### src/rtl/pipelined_ctrl_unit_if.sv
// pipelined_ctrl_unit_if
//   Handshake and control-bundle bus between fetch/pipeline and the
//   registered control unit.
//   master : drives instr_valid, instr, ext_stall, ex_flush, resume;
//            observes instr_ready, hazard_stall, halted, ctrl_pipe
//   slave  : the control unit (mirror of master)
interface pipelined_ctrl_unit_if #(
    parameter int PIPE_DEPTH = 3,
    parameter int ENTRY_W    = 23
);
    logic                          instr_valid;
    logic [31:0]                   instr;
    logic                          instr_ready;
    logic                          ext_stall;
    logic                          ex_flush;
    logic                          resume;
    logic                          hazard_stall;
    logic                          halted;
    logic [PIPE_DEPTH*ENTRY_W-1:0] ctrl_pipe;

    modport master (
        output instr_valid, instr, ext_stall, ex_flush, resume,
        input  instr_ready, hazard_stall, halted, ctrl_pipe
    );

    modport slave (
        input  instr_valid, instr, ext_stall, ex_flush, resume,
        output instr_ready, hazard_stall, halted, ctrl_pipe
    );
endinterface

### src/rtl/pipelined_ctrl_unit.sv
// pipelined_ctrl_unit
//   Decodes the RV32I instruction in ID into an 18-bit control bundle plus
//   rd, and shifts it through PIPE_DEPTH registered stages (stage 0 = EX).
//   Adds a valid/ready fetch handshake, load-use stall, branch flush and an
//   ecall drain/halt FSM.
//   Ports: clk (rising edge), rst (async, active-high),
//          bus : pipelined_ctrl_unit_if.slave (instr_valid/instr/instr_ready,
//                ext_stall, ex_flush, resume, hazard_stall, halted, ctrl_pipe)
//   Optional feature macro: BRANCH_EXT_EN (decode bge/bltu/bgeu).
module pipelined_ctrl_unit #(
    parameter int PIPE_DEPTH = 3,
    parameter int ENTRY_W    = 23
) (
    input  logic                 clk,
    input  logic                 rst,
    pipelined_ctrl_unit_if.slave bus
);
    typedef struct packed {
        logic [4:0] rd;
        logic illegal, bgeu, bltu, bge, blt, sb, sltiu, jalr, jal, bne, beq;
        logic s_type, ecall, reg_write, alu_src, mem_write, mem_to_reg, valid;
    } entry_t;

    typedef enum logic [1:0] {RUN, DRAIN, HALTED} state_t;

    localparam logic [6:0] OP_R     = 7'b0110011;
    localparam logic [6:0] OP_I     = 7'b0010011;
    localparam logic [6:0] OP_LOAD  = 7'b0000011;
    localparam logic [6:0] OP_STORE = 7'b0100011;
    localparam logic [6:0] OP_BR    = 7'b1100011;
    localparam logic [6:0] OP_JAL   = 7'b1101111;
    localparam logic [6:0] OP_JALR  = 7'b1100111;
    localparam logic [6:0] OP_SYS   = 7'b1110011;

    entry_t     stage_q [PIPE_DEPTH];
    state_t     state_q;
    logic [1:0] cnt_q;
    logic       halted_q;

    logic [6:0] opc, f7;
    logic [2:0] f3;
    entry_t     dec, s0, s0_d;
    logic       ok, use_rs1, use_rs2, hazard, advance, ready;
    logic [4:0] rs1, rs2;

    assign opc = bus.instr[6:0];
    assign f3  = bus.instr[14:12];
    assign f7  = bus.instr[31:25];

    // Decoder: a template is filled per opcode, then ok decides whether it
    // stands or collapses to valid|illegal with no source registers.
    always_comb begin
        dec     = '0;
        ok      = 1'b0;
        use_rs1 = 1'b0;
        use_rs2 = 1'b0;
        rs1     = bus.instr[19:15];
        rs2     = bus.instr[24:20];
        case (opc)
            OP_R: begin
                // sll and xor are not part of this core's R subset
                ok = (f7 == 7'b0000000 && f3 != 3'b001 && f3 != 3'b100) ||
                     (f7 == 7'b0100000 && f3 == 3'b000);
                dec.reg_write = 1'b1;
                use_rs1 = 1'b1;
                use_rs2 = 1'b1;
            end
            OP_I: begin
                case (f3)
                    3'b001:  ok = (f7 == 7'b0000000);
                    3'b101:  ok = (f7 == 7'b0000000) || (f7 == 7'b0100000);
                    default: ok = 1'b1;
                endcase
                dec.alu_src   = 1'b1;
                dec.reg_write = 1'b1;
                dec.sltiu     = (f3 == 3'b011);
                use_rs1 = 1'b1;
            end
            OP_LOAD: begin
                ok = (f3 == 3'b010);
                dec.mem_to_reg = 1'b1;
                dec.alu_src    = 1'b1;
                dec.reg_write  = 1'b1;
                use_rs1 = 1'b1;
            end
            OP_STORE: begin
                ok = (f3 == 3'b010) || (f3 == 3'b000);
                dec.mem_write = 1'b1;
                dec.alu_src   = 1'b1;
                dec.s_type    = 1'b1;
                dec.sb        = (f3 == 3'b000);
                use_rs1 = 1'b1;
                use_rs2 = 1'b1;
            end
            OP_BR: begin
                case (f3)
                    3'b000:  begin ok = 1'b1; dec.beq  = 1'b1; end
                    3'b001:  begin ok = 1'b1; dec.bne  = 1'b1; end
                    3'b100:  begin ok = 1'b1; dec.blt  = 1'b1; end
`ifdef BRANCH_EXT_EN
                    3'b101:  begin ok = 1'b1; dec.bge  = 1'b1; end
                    3'b110:  begin ok = 1'b1; dec.bltu = 1'b1; end
                    3'b111:  begin ok = 1'b1; dec.bgeu = 1'b1; end
`endif
                    default: ok = 1'b0;
                endcase
                use_rs1 = 1'b1;
                use_rs2 = 1'b1;
            end
            OP_JAL: begin
                ok = 1'b1;
                dec.reg_write = 1'b1;
                dec.jal       = 1'b1;
            end
            OP_JALR: begin
                ok = (f3 == 3'b000);
                dec.alu_src   = 1'b1;
                dec.reg_write = 1'b1;
                dec.jalr      = 1'b1;
                use_rs1 = 1'b1;
            end
            OP_SYS: begin
                // Only the exact ecall word; ebreak/csr* are illegal here.
                ok = (bus.instr[31:7] == 25'd0);
                dec.ecall = 1'b1;
                rs1 = 5'd17;
                rs2 = 5'd10;
                use_rs1 = 1'b1;
                use_rs2 = 1'b1;
            end
            default: ok = 1'b0;
        endcase
        if (ok) begin
            dec.valid = 1'b1;
            dec.rd    = dec.reg_write ? bus.instr[11:7] : 5'd0;
        end else begin
            dec         = '0;
            dec.valid   = 1'b1;
            dec.illegal = 1'b1;
            use_rs1     = 1'b0;
            use_rs2     = 1'b0;
        end
    end

    assign s0     = stage_q[0];
    assign hazard = bus.instr_valid & s0.valid & s0.mem_to_reg & (s0.rd != 5'd0) &
                    ((use_rs1 & (rs1 == s0.rd)) | (use_rs2 & (rs2 == s0.rd)));

    // Edge control: HALTED freezes the stages just like ext_stall.
    always_comb begin
        advance = 1'b0;
        ready   = 1'b0;
        s0_d    = '0;
        if (!bus.ext_stall && state_q != HALTED) begin
            advance = 1'b1;
            if (bus.ex_flush) begin
                ready = 1'b1;
            end else if (state_q == RUN && !hazard) begin
                ready = bus.instr_valid;
                if (bus.instr_valid) s0_d = dec;
            end
        end
    end

    assign bus.instr_ready  = ready & ~rst;
    assign bus.hazard_stall = hazard;
    assign bus.halted       = halted_q;

    for (genvar g = 0; g < PIPE_DEPTH; g++) begin : g_out
        assign bus.ctrl_pipe[g*ENTRY_W +: ENTRY_W] = stage_q[g];
    end

    always_ff @(posedge clk or posedge rst) begin
        if (rst) begin
            for (int k = 0; k < PIPE_DEPTH; k++) stage_q[k] <= '0;
            state_q  <= RUN;
            cnt_q    <= 2'd0;
            halted_q <= 1'b0;
        end else begin
            if (advance) begin
                stage_q[0] <= s0_d;
                for (int k = 1; k < PIPE_DEPTH; k++) stage_q[k] <= stage_q[k-1];
            end
            if (!bus.ext_stall) begin
                case (state_q)
                    RUN: if (s0_d.ecall) begin
                        cnt_q <= 2'd0;
                        if (PIPE_DEPTH == 1) begin
                            state_q  <= HALTED;
                            halted_q <= 1'b1;
                        end else begin
                            state_q <= DRAIN;
                        end
                    end
                    DRAIN: begin
                        // ecall moves from stage cnt_q to cnt_q+1 on this edge
                        cnt_q <= cnt_q + 2'd1;
                        if (int'(cnt_q) + 2 == PIPE_DEPTH) begin
                            state_q  <= HALTED;
                            halted_q <= 1'b1;
                        end
                    end
                    HALTED: if (bus.resume) begin
                        state_q  <= RUN;
                        halted_q <= 1'b0;
                    end
                    default: state_q <= RUN;
                endcase
            end
        end
    end
endmodule

### src/flat_wrapper.sv
// flat-port wrapper written by rule: the top's interface ports become plain ports
module pipelined_ctrl_unit_flat 
#(
    parameter int PIPE_DEPTH = 3,
    parameter int ENTRY_W    = 23
)
  (clk, rst, bus_instr_valid, bus_instr, bus_ext_stall, bus_ex_flush, bus_resume, bus_instr_ready, bus_hazard_stall, bus_halted, bus_ctrl_pipe);
  pipelined_ctrl_unit_if #(.PIPE_DEPTH(PIPE_DEPTH), .ENTRY_W(ENTRY_W)) bus_i ();
  input  logic clk;
  input  logic rst;
  input wire logic [$bits(bus_i.instr_valid)-1:0] bus_instr_valid;
  input wire logic [$bits(bus_i.instr)-1:0] bus_instr;
  input wire logic [$bits(bus_i.ext_stall)-1:0] bus_ext_stall;
  input wire logic [$bits(bus_i.ex_flush)-1:0] bus_ex_flush;
  input wire logic [$bits(bus_i.resume)-1:0] bus_resume;
  output wire logic [$bits(bus_i.instr_ready)-1:0] bus_instr_ready;
  output wire logic [$bits(bus_i.hazard_stall)-1:0] bus_hazard_stall;
  output wire logic [$bits(bus_i.halted)-1:0] bus_halted;
  output wire logic [$bits(bus_i.ctrl_pipe)-1:0] bus_ctrl_pipe;
  assign bus_i.instr_valid = bus_instr_valid;
  assign bus_i.instr = bus_instr;
  assign bus_i.ext_stall = bus_ext_stall;
  assign bus_i.ex_flush = bus_ex_flush;
  assign bus_i.resume = bus_resume;
  assign bus_instr_ready = bus_i.instr_ready;
  assign bus_hazard_stall = bus_i.hazard_stall;
  assign bus_halted = bus_i.halted;
  assign bus_ctrl_pipe = bus_i.ctrl_pipe;
  pipelined_ctrl_unit #(.PIPE_DEPTH(PIPE_DEPTH), .ENTRY_W(ENTRY_W)) u_core (.clk(clk), .rst(rst), .bus(bus_i));
endmodule
### config.mk
export PLATFORM = sky130hd
export DESIGN_NAME = pipelined_ctrl_unit_flat
export DESIGN_NICKNAME = d
export VERILOG_FILES = /design/src/rtl/pipelined_ctrl_unit_if.sv /design/src/rtl/pipelined_ctrl_unit.sv /design/src/flat_wrapper.sv
export SDC_FILE = /design/constraint.sdc
export NUM_CORES = 1
export LEC_CHECK = 0
export CORE_ASPECT_RATIO = 2
export CORE_MARGIN = 2
export CORE_UTILIZATION = 48
export DETAILED_ROUTE_END_ITERATION = 8
export PLACE_DENSITY = 0.86
export SKIP_CTS_REPAIR_TIMING = 1
export SYNTH_ARGS = -nofsm -noshare
export SYNTH_HDL_FRONTEND = slang
export SYNTH_SLANG_ARGS = --single-unit
export TNS_END_PERCENT = 50
### constraint.sdc
create_clock -name clk -period 6 [get_ports clk]
set_input_delay 0.6 -clock clk [delete_from_list [all_inputs] [get_ports clk]]
set_output_delay 0.6 -clock clk [all_outputs]
set_load 0.02 [all_outputs]
==> impl_metrics.json <==
{
  "final_cell_area_sq_um": 4481,
  "power.clock.fraction_pct": 48.9,
  "path_delay_family": "buffers and inverters",
  "first_global_vias": 2784,
  "grt_pass1_wl_microns": 13550,
  "timing_worst_setup_path_type": "input pin to primary output",
  "post-route-min-period_ps": 3982,
  "worstSkewPairLatency_ps": 320,
  "fin_hold_viols": 0,
  "clock_sinks": 62,
  "timing.max_cap.violations": 0,
  "final_layout_size_suffix_gt1_share_pct": 7.097,
  "die_width_microns": 61.98,
  "post-place-ws_ps": 2037,
  "placed_cells_incl_taps": 538,
  "worst_setup_path_end_kind": "primary output",
  "final-instance-count-excl-fill": 553,
  "final-setup-viol-count": 0,
  "grt-busiest-layer": "met2",
  "fin_tns_setup_ps": 0,
  "drt-vias-per-instance": 5.396,
  "clock_tree.htree_level_count": 3,
  "numCtsBuffers": 9,
  "postLayoutCoreUtil_pct": 68.21,
  "global_route.overflow_total": 0,
  "run_status": "complete, no violations",
  "ys_ff_latch": 62,
  "detailedRoute.firstIterationViolations": 148,
  "dominantRegCellSynth": "sky130_fd_sc_hd__dfrtp_1",
  "clock.fmax_ghz": 0.2511,
  "worst_slew_pin_slew_ps": 1067,
  "p_leak_nw": 2.035,
  "syn-instance-count": 374,
  "cts_root_buffer": "sky130_fd_sc_hd__clkbuf_16",
  "clk_path_buf_depth": 2,
  "grt_util_met2_pct": 41.86,
  "ant_diodes": 0,
  "critical_path_arrival_ps": 3380,
  "synth_area_leader_cell": "sky130_fd_sc_hd__dfrtp_1",
  "pin_count_of_the_biggest_net_entering_global_routing": 63,
  "power.switching_fraction_pct": 22.60,
  "met1_usage_pct": 29.88,
  "power_density_relative_to_cell_area_nw_per_um2": 228.1,
  "number_of_antenna_violations_at_the_first_check_in_global_routing": 0,
  "ys_seq_area_share_pct": 48.08,
  "dpl.hpwl_microns": 6241,
  "slew-limit-headroom_pct": 28.88,
  "timing.critical_path.required_ps": 5400,
  "slowest_cell_on_the_critical_path": "sky130_fd_sc_hd__clkdlybuf4s50_1",
  "grt_use_total_pct": 24.66,
  "timing.hold.ws_ps": 471.8,
  "power_frac_seq_pct": 41.7,
  "nets": 500,
  "die_height_microns": 120.0,
  "vdd_ir_drop_max_mv": 0.1303,
  "synthToLayoutAreaGrowth_pct": 38.85,
  "slowest_delay_ps": 710,
  "async_set_reset_flop_share_out_of_synthesis_pct": 100.0,
  "die_area_sq_um": 7434,
  "route.final.wire_length_microns": 8521,
  "route.detailed.drc": 0,
  "worst_clock_skew_ps": 5.302,
  "rows": 42,
  "critical_path.n_buffers_inverters": 2,
  "hold_path_class": "flip-flop to flip-flop",
  "post_synth_num_cell_types": 53,
  "setup_ws_ps": 2018,
  "cell_chain_critical_path": "clkdlybuf4s50_1 > nand3_1 > or2_1 > nor2_1 > o2111ai_2 > a21o_2 > a32o_1 > clkdlybuf4s50_1",
  "syn_area_per_cell_sq_um": 8.628,
  "final_min_period_over_clock_period_pct": 66.37,
  "report.power.total_mw": 1.022,
  "route.antenna.remaining_nets": 0,
  "cts_tree": "yes",
  "avgRoutedWirePerCell_microns": 15.41,
  "rsz0062_at_grt": "no",
  "switchingPower_uw": 231.0,
  "core_area_sq_um": 6569,
  "vias": 2984,
  "edff_count_synth": 0,
  "gpl_congestion": 0.8381,
  "critical_path.most_common_cell": "sky130_fd_sc_hd__clkdlybuf4s50_1",
  "detailed_place.area_sq_um": 4190,
  "yosys-top-cells-area": "sky130_fd_sc_hd__dfrtp_1 (48%), sky130_fd_sc_hd__nand2_1 (17%), sky130_fd_sc_hd__buf_4 (3.0%)",
  "combPwrFrac_pct": 9.4,
  "timing.final.max_slew_violations": 0,
  "firstDrtPassIters": 4,
  "met3_usage_pct": 4.741,
  "pin_count": 110,
  "internal_power_uw": 791.1,
  "yosys_warnings": 0,
  "cp-start-kind": "input pin",
  "start_util_pct": 49.12,
  "crit_fanout": 10,
  "synthesis.area_sq_um": 3227,
  "clk_transition_reported_paths_ps": 50,
  "place.port_buffers": 100,
  "synth.top_cell.area_share_pct": 48.08
}
worst reg2reg max path, stage by stage, from the launching register on:
cell	delay, ps
sky130_fd_sc_hd__dfrtp_1	440
sky130_fd_sc_hd__inv_1	170
sky130_fd_sc_hd__a21o_2	580
sky130_fd_sc_hd__nor3_1	600
sky130_fd_sc_hd__nand4b_4	370
sky130_fd_sc_hd__a31o_2	370
state kept, by name, summed over array words and instances (netlist names):
signal / flops
u_core.bus.ctrl_pipe: 57
u_core.state_q: 2
u_core.cnt_q: 2
u_core.bus.halted: 1
routing by layer:
layer	routed length [microns]	share of wire, %
met3	391	4.6
met1	3246	38
met2	4731	56
met4	151	1.8
met5	0	0
worst paths after layout:
path	start	to	slack, ps	cells past startpoint
max in group asynchronous	rst	u_core.bus.ctrl_pipe[7]	4600	3
min	u_core.bus.ctrl_pipe[64]	u_core.bus.ctrl_pipe[64]	470	2
max	bus_instr[4]	bus_instr_ready	2020	8
min reg2reg	u_core.bus.ctrl_pipe[64]	u_core.bus.ctrl_pipe[64]	470	2
max reg2reg	u_core.state_q[0]	u_core.cnt_q[1]	3360	5
min in group asynchronous	rst	u_core.bus.ctrl_pipe[9]	910	3
logic make-up (layout without fill, tap and decap cells):
group | Yosys count | after routing | share of synthesized area (%)
compound gates | 64 | 64 | 15.35
xor+xnor | 5 | 5 | 1.357
fa+ha+maj | 1 | 1 | 0.3877
buf+inv | 42 | 125 | 7.173
flops | 62 | 62 | 48.08
other cells | 1 | 9 | 0.1162
simple gates | 199 | 199 | 27.53
cell usage after synthesis, drive strengths merged (3+ instances only):
| cell | count |
|---|---|
| o21ai | 19 |
| nor4 | 5 |
| nor3 | 4 |
| nand2b | 3 |
| nor2 | 11 |
| nand3b | 4 |
| nand2 | 147 |
| o41ai | 4 |
| clkbuf | 11 |
| a21oi | 8 |
| a22o | 4 |
| a21o | 3 |
| o211ai | 4 |
| inv | 9 |
| buf | 22 |
| o22ai | 4 |
| o31ai | 5 |
| xor2 | 4 |
| nand3 | 8 |
| dfrtp | 62 |
| nand4 | 3 |
power by group through the flow:
stage	combinational [mW]	clock [mW]	sequential (mW)
after CTS	0.0967	0.504	0.426
final	0.0960	0.500	0.426
after detailed placement	0.0964	0	0.433
after global routing	0.105	0.521	0.426
after floorplan	0.0491	0	0.437
after global placement	0.0952	0	0.433
cells in the final DEF, fill, tap and decap left out, types with 3 or more instances in the layout:
| cell type | count |
|---|---|
| sky130_fd_sc_hd__nand2_1 | 147 |
| sky130_fd_sc_hd__clkdlybuf4s50_1 | 100 |
| sky130_fd_sc_hd__dfrtp_1 | 62 |
| sky130_fd_sc_hd__o21ai_0 | 19 |
| sky130_fd_sc_hd__nor2_1 | 11 |
| sky130_fd_sc_hd__conb_1 | 9 |
| sky130_fd_sc_hd__clkbuf_16 | 9 |
| sky130_fd_sc_hd__inv_1 | 8 |
| sky130_fd_sc_hd__nand3_1 | 8 |
| sky130_fd_sc_hd__a21oi_1 | 7 |
| sky130_fd_sc_hd__nor4_1 | 5 |
| sky130_fd_sc_hd__nor3_1 | 4 |
| sky130_fd_sc_hd__nand3b_1 | 4 |
| sky130_fd_sc_hd__xor2_1 | 4 |
| sky130_fd_sc_hd__o22ai_1 | 4 |
| sky130_fd_sc_hd__a22o_1 | 4 |
| sky130_fd_sc_hd__o211ai_1 | 4 |
| sky130_fd_sc_hd__o41ai_2 | 4 |
| sky130_fd_sc_hd__nand4_1 | 3 |
| sky130_fd_sc_hd__nand2b_1 | 3 |
| sky130_fd_sc_hd__o31ai_1 | 3 |
area by class of cell:
cell class / count / area (sq um)
sequential: 62 / 1551
timing repair buffer: 101 / 1008
inverter: 9 / 33.78
tap: 88 / 110.1
fill: 527 / 2088
clock buffer: 11 / 242.7
multi-input combinational: 278 / 1486
clock inverter: 4 / 47.55
(Power assumes the default switching activity.)
